<file path="config.mk">
export PLATFORM = sky130hd
export DESIGN_NAME = ldm_writer
export DESIGN_NICKNAME = d
export VERILOG_FILES = /design/src/rtl/exec_pkg.sv /design/src/rtl/lowest_set16.sv /design/src/rtl/ldm_writer.sv
export SDC_FILE = /design/constraint.sdc
export NUM_CORES = 1
export LEC_CHECK = 0
export ABC_AREA = 0
export CORE_ASPECT_RATIO = 0.9
export CORE_MARGIN = 1
export CORE_UTILIZATION = 48
export DETAILED_ROUTE_END_ITERATION = 6
export PLACE_DENSITY = 0.86
export SETUP_SLACK_MARGIN = 0.3
export SYNTH_ARGS = -nofsm -noshare
export SYNTH_HDL_FRONTEND = slang
export SYNTH_SLANG_ARGS = --single-unit
</file>
<file path="constraint.sdc">
create_clock -name clock -period 2.57 [get_ports clock]
set_input_delay 0.514 -clock clock [delete_from_list [all_inputs] [get_ports clock]]
set_output_delay 0.514 -clock clock [all_outputs]
set_load 0.02 [all_outputs]
</file>
<file path="src/rtl/exec_pkg.sv">
// Shared execute-stage definitions: sequencer states and register-file constants.
package exec_pkg;

    typedef enum logic [2:0] {
        S_IDLE,
        S_REQ,
        S_WRITE,
        S_WB,
        S_DONE
    } state_t;

    localparam int         WORD_BYTES = 4;
    localparam logic [3:0] PC_IDX     = 4'd15;

endpackage

</file>
<file path="src/rtl/lowest_set16.sv">
// Combinational priority encoder: index of the lowest set bit of a 16-bit vector.
module lowest_set16 (
    input  logic [15:0] vec,
    output logic [3:0]  idx,
    output logic        valid
);

    // Scan downward so the lowest set bit is the last assignment and wins.
    always_comb begin
        idx = '0;
        for (int i = 15; i >= 0; i--) begin
            if (vec[i]) idx = 4'(i);
        end
    end

    assign valid = |vec;

endmodule

</file>
<file path="src/rtl/ldm_writer.sv">
// Load-multiple write sequencer: reads one word per listed register and writes
// each into the register file, lowest index at lowest address, then optional base writeback.
module ldm_writer
    import exec_pkg::*;
#(
    parameter int DATA_W = 32,
    parameter int ADDR_W = 32
) (
    input  logic              clock,
    input  logic              reset_n,
    input  logic              start,
    input  logic [15:0]       reg_list,
    input  logic [ADDR_W-1:0] base_addr,
    input  logic              up,
    input  logic              wback,
    input  logic [3:0]        base_reg,
    output logic              busy,
    output logic              done,
    output logic              mem_req,
    output logic [ADDR_W-1:0] mem_addr,
    input  logic              mem_ack,
    input  logic [DATA_W-1:0] mem_rdata,
    output logic              wr_en,
    output logic [3:0]        sel_in,
    output logic [DATA_W-1:0] in_reg,
    output logic              pc_written
);

    state_t            state, state_nxt;
    logic [15:0]       list_rem, list_orig, list_after;
    logic [ADDR_W-1:0] addr, addr_final;
    logic [DATA_W-1:0] data;
    logic              wback_r;
    logic [3:0]        base_r;

    logic [4:0]        n;
    logic [ADDR_W-1:0] span, base_al, start_addr, final_addr;
    logic [3:0]        low_idx;
    logic              low_vld;

    always_comb begin
        n = '0;
        for (int i = 0; i < 16; i++) n = n + 5'(reg_list[i]);
    end

    // Both IA and DB walk upward from the lowest address, so DB starts at base - 4n.
    assign span       = ADDR_W'(n) * ADDR_W'(WORD_BYTES);
    assign base_al    = {base_addr[ADDR_W-1:2], 2'b00};
    assign start_addr = up ? base_al : base_al - span;
    assign final_addr = up ? base_al + span : base_al - span;

    lowest_set16 u_low (
        .vec   (list_rem),
        .idx   (low_idx),
        .valid (low_vld)
    );

    assign list_after = list_rem & ~(16'd1 << low_idx);

    always_ff @(posedge clock or negedge reset_n) begin
        if (!reset_n) state <= S_IDLE;
        else          state <= state_nxt;
    end

    always_comb begin
        state_nxt = state;
        busy      = 1'b1;
        done      = 1'b0;
        mem_req   = 1'b0;
        mem_addr  = '0;
        wr_en     = 1'b0;
        sel_in    = '0;
        in_reg    = '0;
        case (state)
            S_IDLE: begin
                busy = 1'b0;
                if (start) state_nxt = (reg_list != 16'd0) ? S_REQ : S_DONE;
            end
            S_REQ: begin
                mem_req  = 1'b1;
                mem_addr = addr;
                if (mem_ack) state_nxt = S_WRITE;
            end
            S_WRITE: begin
                wr_en  = low_vld;
                sel_in = low_idx;
                in_reg = data;
                if (list_after != 16'd0)                 state_nxt = S_REQ;
                else if (wback_r && !list_orig[base_r]) state_nxt = S_WB;
                else                                     state_nxt = S_DONE;
            end
            S_WB: begin
                wr_en     = 1'b1;
                sel_in    = base_r;
                in_reg    = DATA_W'(addr_final);
                state_nxt = S_DONE;
            end
            S_DONE: begin
                done      = 1'b1;
                state_nxt = S_IDLE;
            end
            default: state_nxt = S_IDLE;
        endcase
    end

    assign pc_written = wr_en && (sel_in == PC_IDX);

    always_ff @(posedge clock or negedge reset_n) begin
        if (!reset_n) begin
            list_rem   <= '0;
            list_orig  <= '0;
            addr       <= '0;
            addr_final <= '0;
            data       <= '0;
            wback_r    <= 1'b0;
            base_r     <= '0;
        end else begin
            case (state)
                S_IDLE: if (start) begin
                    list_rem   <= reg_list;
                    list_orig  <= reg_list;
                    addr       <= start_addr;
                    addr_final <= final_addr;
                    wback_r    <= wback;
                    base_r     <= base_reg;
                end
                S_REQ: if (mem_ack) begin
                    data <= mem_rdata;
                    addr <= addr + ADDR_W'(WORD_BYTES);
                end
                S_WRITE: list_rem <= list_after;
                default: ;
            endcase
        end
    end

endmodule

</file>
# Word-level counts from Yosys, hierarchy flattened
# Cells that the tools add are included.
dict set report totals {
  word_cells 89
  out_inout_bits 73
  inputBits 90
  reg_bits 136
}
dict set report classes {
  n_mux 38
  bitwise_logic 2
  eq_ne 7
  add_sub_neg 18
  order_cmp 1
  n_reduce_logical 14
  shift 1
}
# operator count
set op_table {}
lappend op_table {{2-to-1 mux 32 bit} 5}
lappend op_table {{case mux 32 bit (2 select lines)} 2}
lappend op_table {{2-to-1 mux 4 bit} 16}
lappend op_table {{adder 5 x 1 -> 5 bit} 11}
lappend op_table {{adder 32 x 3 -> 32 bit, second input constant} 1}
lappend op_table {{adder 32 x 7 -> 32 bit} 1}
lappend op_table {{case mux 16 bit (2 select lines)} 1}
lappend op_table {{nonzero test 16 bit} 2}
lappend op_table {{subtractor 32 x 7 -> 32 bit} 1}
lappend op_table {{AND 16 bit} 1}
lappend op_table {{2-to-1 mux 16 bit} 1}
lappend op_table {{inverter 16 bit} 1}
lappend op_table {{OR reduction 16 bit} 1}
lappend op_table {{left shift 1 x 4 -> 16 bit, first input constant} 1}
lappend op_table {{2-to-1 mux 3 bit} 5}
lappend op_table {{case mux 3 bit (4 select lines)} 1}
lappend op_table {{case mux 4 bit (2 select lines)} 1}
lappend op_table {{AND reduction 2 bit} 4}
lappend op_table {{equality test 3 x 2 -> 1 bit, second input constant} 2}
lappend op_table {{adder 4 x 1 -> 5 bit} 1}
lappend op_table {{less-than comparator 4 x 5 -> 1 bit, second input constant} 1}
lappend op_table {{adder 3 x 1 -> 4 bit} 1}
lappend op_table {{binary-select mux 1 bit (select 4 bit)} 1}
lappend op_table {{equality test 4 bit, second input constant} 1}
lappend op_table {{other kinds (12)} 18}

# Depth between registers and ports, before layout
# Gate-level depths: netlist of run 1.
dict set report depth {
  word_depth 22
  depth_mapped 21
  ltp_nobuf 21
}

# By module
# From an unflattened synthesis of run 1, not the netlist that was laid out.
dict set report hier_totals {
  hier_cells 1111
  area_unflattened_um2 9091.2
}
# module area_each_um2 cells_per_inst instances
set modules_own_cells {}
lappend modules_own_cells {ldm_writer 8914.8 1077 1}
lappend modules_own_cells {lowest_set16 176.4 34 1}

# Worst setup path before layout of run 1
# No wires, ideal clock.
dict set report synth_timing {
  kind {input-to-reg}
  from {input reg_list[0]}
  to {register addr_final[26]}
  setup_time_ns 0.076
  cell_stages 18
  t_required_ns 2.494
  arrival_time_ns 5.137
  setup_slack_ns -2.643
  cell_sequence {inv_1 fa_1 fa_1 fa_1 fa_1 inv_1 ha_1 fa_1 inv_1 fa_1 nor2b_1 o21a_1 o21bai_1 and4b_4 nor3b_2 a31oi_1 xor2_1 o21ai_1}
}
dict set report synth_via {
  elab_chain_len 17
}
# item line
set synth_rtl {}
lappend synth_rtl {{from (decl)} ldm_writer.sv:12} ;# input logic [15:0] reg_list,
lappend synth_rtl {{adder 1 x 1 -> 2 bit (*)} ldm_writer.sv:43} ;# for (int i = 0; i < 16; i++) n = n + 5'(reg_list[i]);
lappend synth_rtl {{adder 2 x 1 -> 3 bit (*)} ldm_writer.sv:43}
lappend synth_rtl {{adder 3 x 1 -> 4 bit (*)} ldm_writer.sv:43}
lappend synth_rtl {{adder 4 x 1 -> 5 bit (*)} ldm_writer.sv:43}
lappend synth_rtl {{adder 5 x 1 -> 5 bit (*) (11 in a row)} ldm_writer.sv:43}
lappend synth_rtl {{subtractor 32 x 7 -> 32 bit or adder 32 x 7 -> 32 bit (tied branches)} ldm_writer.sv:50} ;# assign final_addr = up ? base_al + span : base_al - span;
lappend synth_rtl {{2-to-1 mux 32 bit (*)} ldm_writer.sv:50}
lappend synth_rtl {{to (signal assigned)} ldm_writer.sv:123} ;# addr_final <= final_addr;
lappend synth_rtl {{to (decl)} ldm_writer.sv:31} ;# logic [ADDR_W-1:0] addr, addr_final;
# Every way passes the cells marked *; elsewhere a longest branch is shown, timed or not.
# A chain may end at the register's enable or synchronous reset.

# Final worst setup path of run 1
dict set report layout_timing {
  from {input reg_list[10]}
  to {register addr[28]}
}
dict set report layout_via {
  elab_chain_len 10
}
# item line
set layout_rtl {}
lappend layout_rtl {{adder 5 x 1 -> 5 bit (6 in a row)} ldm_writer.sv:43}
lappend layout_rtl {{subtractor 32 x 7 -> 32 bit} ldm_writer.sv:49} ;# assign start_addr = up ? base_al : base_al - span;
lappend layout_rtl {{2-to-1 mux 32 bit} ldm_writer.sv:49}
lappend layout_rtl {{2-to-1 mux 32 bit} ldm_writer.sv:119} ;# S_IDLE: if (start) begin
lappend layout_rtl {{case mux 32 bit (2 select lines)} ldm_writer.sv:118} ;# case (state)
lappend layout_rtl {{to (signal assigned)} ldm_writer.sv:122} ;# addr <= start_addr;
lappend layout_rtl {{to (signal assigned)} ldm_writer.sv:129} ;# addr <= addr + ADDR_W'(WORD_BYTES);
lappend layout_rtl {{to (decl)} ldm_writer.sv:31}
# No other way between the ends. The select of a mux whose other input is x is not followed.

==> results of run 1 <==
-- kinds of logic (layout without fill, tap and decap cells) --
family	count (synthesis)	in the layout	share of synthesized area
mux	39	39	0.0518
compound gates	231	231	0.160
other cells	1	2	0.000429
buf+inv	110	461	0.0493
xor+xnor	54	54	0.0540
flops	132	132	0.377
fa+ha+maj	30	30	0.0532
simple gates	488	488	0.254
-- layer usage --
| metal | part of all wire | GRT usage | routed length (µm) |
|---|---|---|---|
| met1 | 0.35 | 0.493 | 14200 |
| met3 | 0.14 | 0.0928 | 5610 |
| met5 | 0.00034 | 0 | 14 |
| met4 | 0.085 | 0.159 | 3490 |
| met2 | 0.43 | 0.581 | 17500 |
-- stage by stage --
step	std cells	instance area (µm²)	hold WS (ns)
after floorplan	1086	9030	0.218
after global placement	1574	11800	0.442
after detailed placement	1574	11800	0.444
after CTS	1634	13100	0.338
after global routing	1677	13900	0.358
final	1677	13900	0.354
-- flip-flops by register name, summed over array words and instances, names as in the netlist --
signal	flops
state	3
list_orig	16
addr_final	30
list_rem	16
base_r	4
addr	30
wback_r	1
data	32
-- worst paths after layout --
path | slack [ns] | cells after the start | endpoint | from
worst max register to register | -0.32 | 12 | state[2]$_DFFE_PN0P_ | list_rem[15]$_DFFE_PN0P_
max in group asynchronous | 1.16 | 3 | state[1]$_DFFE_PN0P_ | reset_n
min in group asynchronous | 0.53 | 2 | addr_final[30]$_DFFE_PN0P_ | reset_n
worst max-delay path | -3.06 | 19 | addr[28]$_DFFE_PN0P_ | reg_list[10]
worst min-delay path | 0.35 | 3 | list_orig[1]$_DFFE_PN0P_ | reg_list[1]
worst min register to register | 0.48 | 2 | data[14]$_DFFE_PN0P_ | data[14]$_DFFE_PN0P_
-- critical path: cells and delay by family --
kind	cells	cell delay [ns]
adders and majority gates	6	2.85
buffers and inverters	5	0.98
and+or+nand+nor	3	0.41
AOI/OAI and AO/OA	4	1.00
xor gates and xnor gates	1	0.19
-- Yosys cell counts, drive strengths merged, types with 6 or more instances --
cell type  instances
a21o               6
a21oi             85
a22o               6
a31oi             12
and3              41
buf               16
clkbuf            48
dfrtp            132
fa                12
ha                18
inv               45
mux2i             34
nand2            245
nand2b             7
nand3             20
nand4              7
nor2              98
nor3              16
nor4              14
o21ai             67
o22ai             12
or3                9
or4                6
xnor2             22
xor2              32
-- cell type report --
class,instances,share of cell area
repair buffers,383,0.240
multi-input cells,844,0.445
flip-flops and latches,132,0.238
well taps,240,0.0216
clock inverters,11,0.00917
inverters,46,0.0133
clock buffers,21,0.0338
-- report_power, final --
part / internal [W] / total, W / switching (W)
sequential: 0.00308 / 0.00406 / 0.000978
clock: 0.00151 / 0.00253 / 0.00102
combinational: 0.00563 / 0.0127 / 0.00711
total: 0.0102 / 0.0193 / 0.00911
-- repair_timing --
item                                    CTS  global route
buffers inserted                         26            42
gates resized for setup                 284           261
hold buffers                              1             0
pin swaps                                74            90
cloned                                    1             1
endpoints found under the setup margin  137           144
hold endpoints to repair                  2             0
==> results.cfg, run 1 <==
[finish]
regArea_mm2 = 0.00331
multi_input_area_mm2 = 0.00619
nFillCells = 984
diodes = 0
drive_above_1_share = 0.370
nNetsFinal = 1544
final_util = 0.785
final_cell_mix = 235 x nand2_1, 179 x buf_4, 129 x dfrtp_1
final_common_cell = nand2_1
areaGrowthSynthToFinish_pct = 59.1

[worst_setup_path]
path_cells = clkdlybuf4s50_1 -> inv_1 -> fa_1 -> fa_1 -> fa_1 -> inv_2 -> ha_4 -> fa_2 -> inv_2 -> fa_2 -> nor2b_4 -> o21a_4 -> o21bai_4 -> buf_4 -> nand2_4 -> nor2_4 -> xnor2_1 -> a22o_1 -> a21oi_2
cp-end-kind = flip-flop
cp_data_required_time_ns = 2.88
cpMostUsedCell = fa_1
path_max_fanout = 4
startpoint_type = input port
slowest_delay_ns = 0.61
worstPathArrival_ns = 5.94
crit_type = input port to flip-flop
crit_slowest_cell = fa_2

[power]
finalPower_w = 0.0193
power_leakage_nw = 6.47
vdd_drop_max_mv = 0.824
powerDensity_mw_per_mm2 = 1390

[synth]
synth-seq-area-share = 0.377
netlist_instances = 1085
synth_ff_type = dfrtp_1
netlist.area_leader.share = 0.377
ys_ff_latch = 132
synth-async-reset-ratio = 1.00
ys_types = 75
synth_edf_count = 0
yosys_warnings = 0
synth_area_leaders = dfrtp_1 38%, nand2_1 11%, a21oi_1 4.9%, nor2_1 4.2%, mux2i_1 3.9%
avgSynthCellArea_um2 = 8.07
synth_top_area_cell = dfrtp_1
syn_area_mm2 = 0.00875

[job]
drv_cap = 0

[sta]
fin_worst_skew_ns = 0.0122
relSlewSlack = 0.492
tns_ns = -159.32
finalSetupViolCount = 74
layout_setup_ws_ns = -3.06
rsz0062_at_grt = yes
hold_viol = 0
worst_slew_pin_slew_ns = 0.761
fin_crit_sh = 2.19
fmax_mhz = 177
final_max_slew_viol_count = 0
period_needed_ns = 5.63

[route]
initialDrtViolationCount = 1871
drt.antenna.violating_nets = 0
drc = 4
vias = 10900
firstDrtPassIters = 7
viasPerCell = 6.53
detail_route.wl_per_cell_um = 24.4
wirelength_mm = 40.8

[global_route]
grt_pass1_vias = 9605
grt_usage = 0.372
antenna_found_initial = 1
grt-ovfl-total = 0
grt_pass1_wl_mm = 52.8
grt_start_max_net_pins = 89

[clocking]
cts.sinks = 132
numCtsBuffers = 17
worstSkewPairLatency_ns = 0.45
htree_levels = 4
cts-root-buf = clkbuf_16
cts_tree = built
clock_path_buffers = 2
clk_pin_slew_ns = 0.07

[floorplanning]
core-area_mm2 = 0.0177
die_area_mm2 = 0.0188
start_util = 0.494
fp.dieH_um = 130
num_rows = 46
boundaryPins = 163
die-width_um = 144

[status]
status = finished, violations left
violations = design-rule violations, negative setup slack

[place]
place_ws_ns = -3.42
numPortBuffers = 158
gp_congestion = 0.945
place_hpwl_mm = 21.5

[hold_path]
hp-class = input port to flip-flop
(Power assumes the default switching activity.)
==> run 2: changes to the inputs <==
CAP_MARGIN = 20   (was default)
==> results of run 2 <==
Same layout as run 1: the final DEF is identical, and so are final timing and power.
==> variant: new RTL, settings of run 2 <==
Encoding of `state_t`: now one-hot (5 bits for 5 states).
--- a/src/rtl/exec_pkg.sv
+++ b/src/rtl/exec_pkg.sv
@@ -1,12 +1,12 @@
 // Shared execute-stage definitions: sequencer states and register-file constants.
 package exec_pkg;
 
-    typedef enum logic [2:0] {
-        S_IDLE,
-        S_REQ,
-        S_WRITE,
-        S_WB,
-        S_DONE
+    typedef enum logic [4:0] {
+        S_IDLE  = 5'b00001,
+        S_REQ   = 5'b00010,
+        S_WRITE = 5'b00100,
+        S_WB    = 5'b01000,
+        S_DONE  = 5'b10000
     } state_t;
 
     localparam int         WORD_BYTES = 4;
Function: same outputs for any inputs over 4 cycles, from zero or initial values and one cycle with reset_n low; so few cycles prove little.
==> variant against run 2 <==
- the flow now stops in global routing (5_1_grt)
- area after synthesis rose by 1.0%
==> variant: results (changes against run 2) <==
* Status: did not finish
* Halt point of the flow: global routing (5_1_grt)
* Stop err: [ERROR GRT-0232] Routing congestion too high. Check the congestion heatmap in the GUI.
* CTS buffer count at 17 (unchanged)
* Top_reg_cell synth: dfrtp_1
* Number of flops mapped to enable cells by yosys at 0 (unchanged)
* Dpl cells at 1585 (+0.70%)
* Routability cong. at 1.01 (+7.1%)
* Multiplexer area fraction after synthesis at 0.0174 (-0.0344)
* Synth warnings at 0 (unchanged)
* Syn_area_per_cell at 8.26 µm² (+2.4%)
* Register area share after synthesis at 0.379 (+0.00196)
* Post-Place Cell Area at 12200 µm² (+2.8%)
* Total grt overflow at 258
* Post-synth top cells: 219 x nand2_1, 133 x dfrtp_1, 75 x o21ai_0
* Port Buffer Count at 158 (unchanged)
* Worst slack, placed at -3.35 ns (+0.0796 ns)
* Antenna violations before repair at 15
* Detailed-placement wirelength estimate at 22800 µm (+6.3%)
* Adder-cell share of the synthesized area at 0.0526 (-0.000542)
* Distinct cells, synth at 78 (+4.0%)
* CTS sink count at 134 (+1.5%)
* Clock buffer depth at 2 (unchanged)
* Die outline width at 145 µm (+0.51%)
* Post-synthesis xor/xnor area fraction at 0.0545 (+0.000440)
* Synth top area cells: dfrtp_1 38%, nand2_1 9.3%, o21ai_0 4.2%, a21oi_1 4.0%, a22o_1 3.9%
* Synth Area in Compound Gates at 0.206 (+0.0459)
variant: cell types whose count changed after synthesis, moves of 7 or more:
cell / change
and3_1: -29
nand2_1: -26
and2_1: +24
nand3_1: +7
a22o_1: +33
mux2i_1: -31
o21ai_0: +11
inv_1: +9
a21oi_1: -15
nor2_1: -27
variant: cell families after synthesis:
family                   after synthesis
AO/OA/AOI/OAI                        282
XOR/XNOR                              55
adder cells (fa/ha/maj)               30
buffers and inverters                118
flip-flops                           134
multiplexers                           9
other                                  1
AND/OR/NAND/NOR                      441
variant: metal layers:
layer	GRT usage	GRT overflow
met1	0.821	2
met2	1.02	156
met3	0.751	9
met4	0.949	90
met5	0.415	1
variant: per-stage QoR:
step / utilization / hold WS, ns
4_1_cts: 0.826 / 0.223
3_5_place_dp: 0.682 / 0.459
3_3_place_gp: 0.682 / 0.449
2_1_floorplan: - / 0.218
variant: what timing repair did:
item / CTS
resized for setup: 714
endpoints found under the hold margin: 0
endpoints found under the setup margin: 204
buffers inserted: 76
pin swaps: 115
cloned: 13
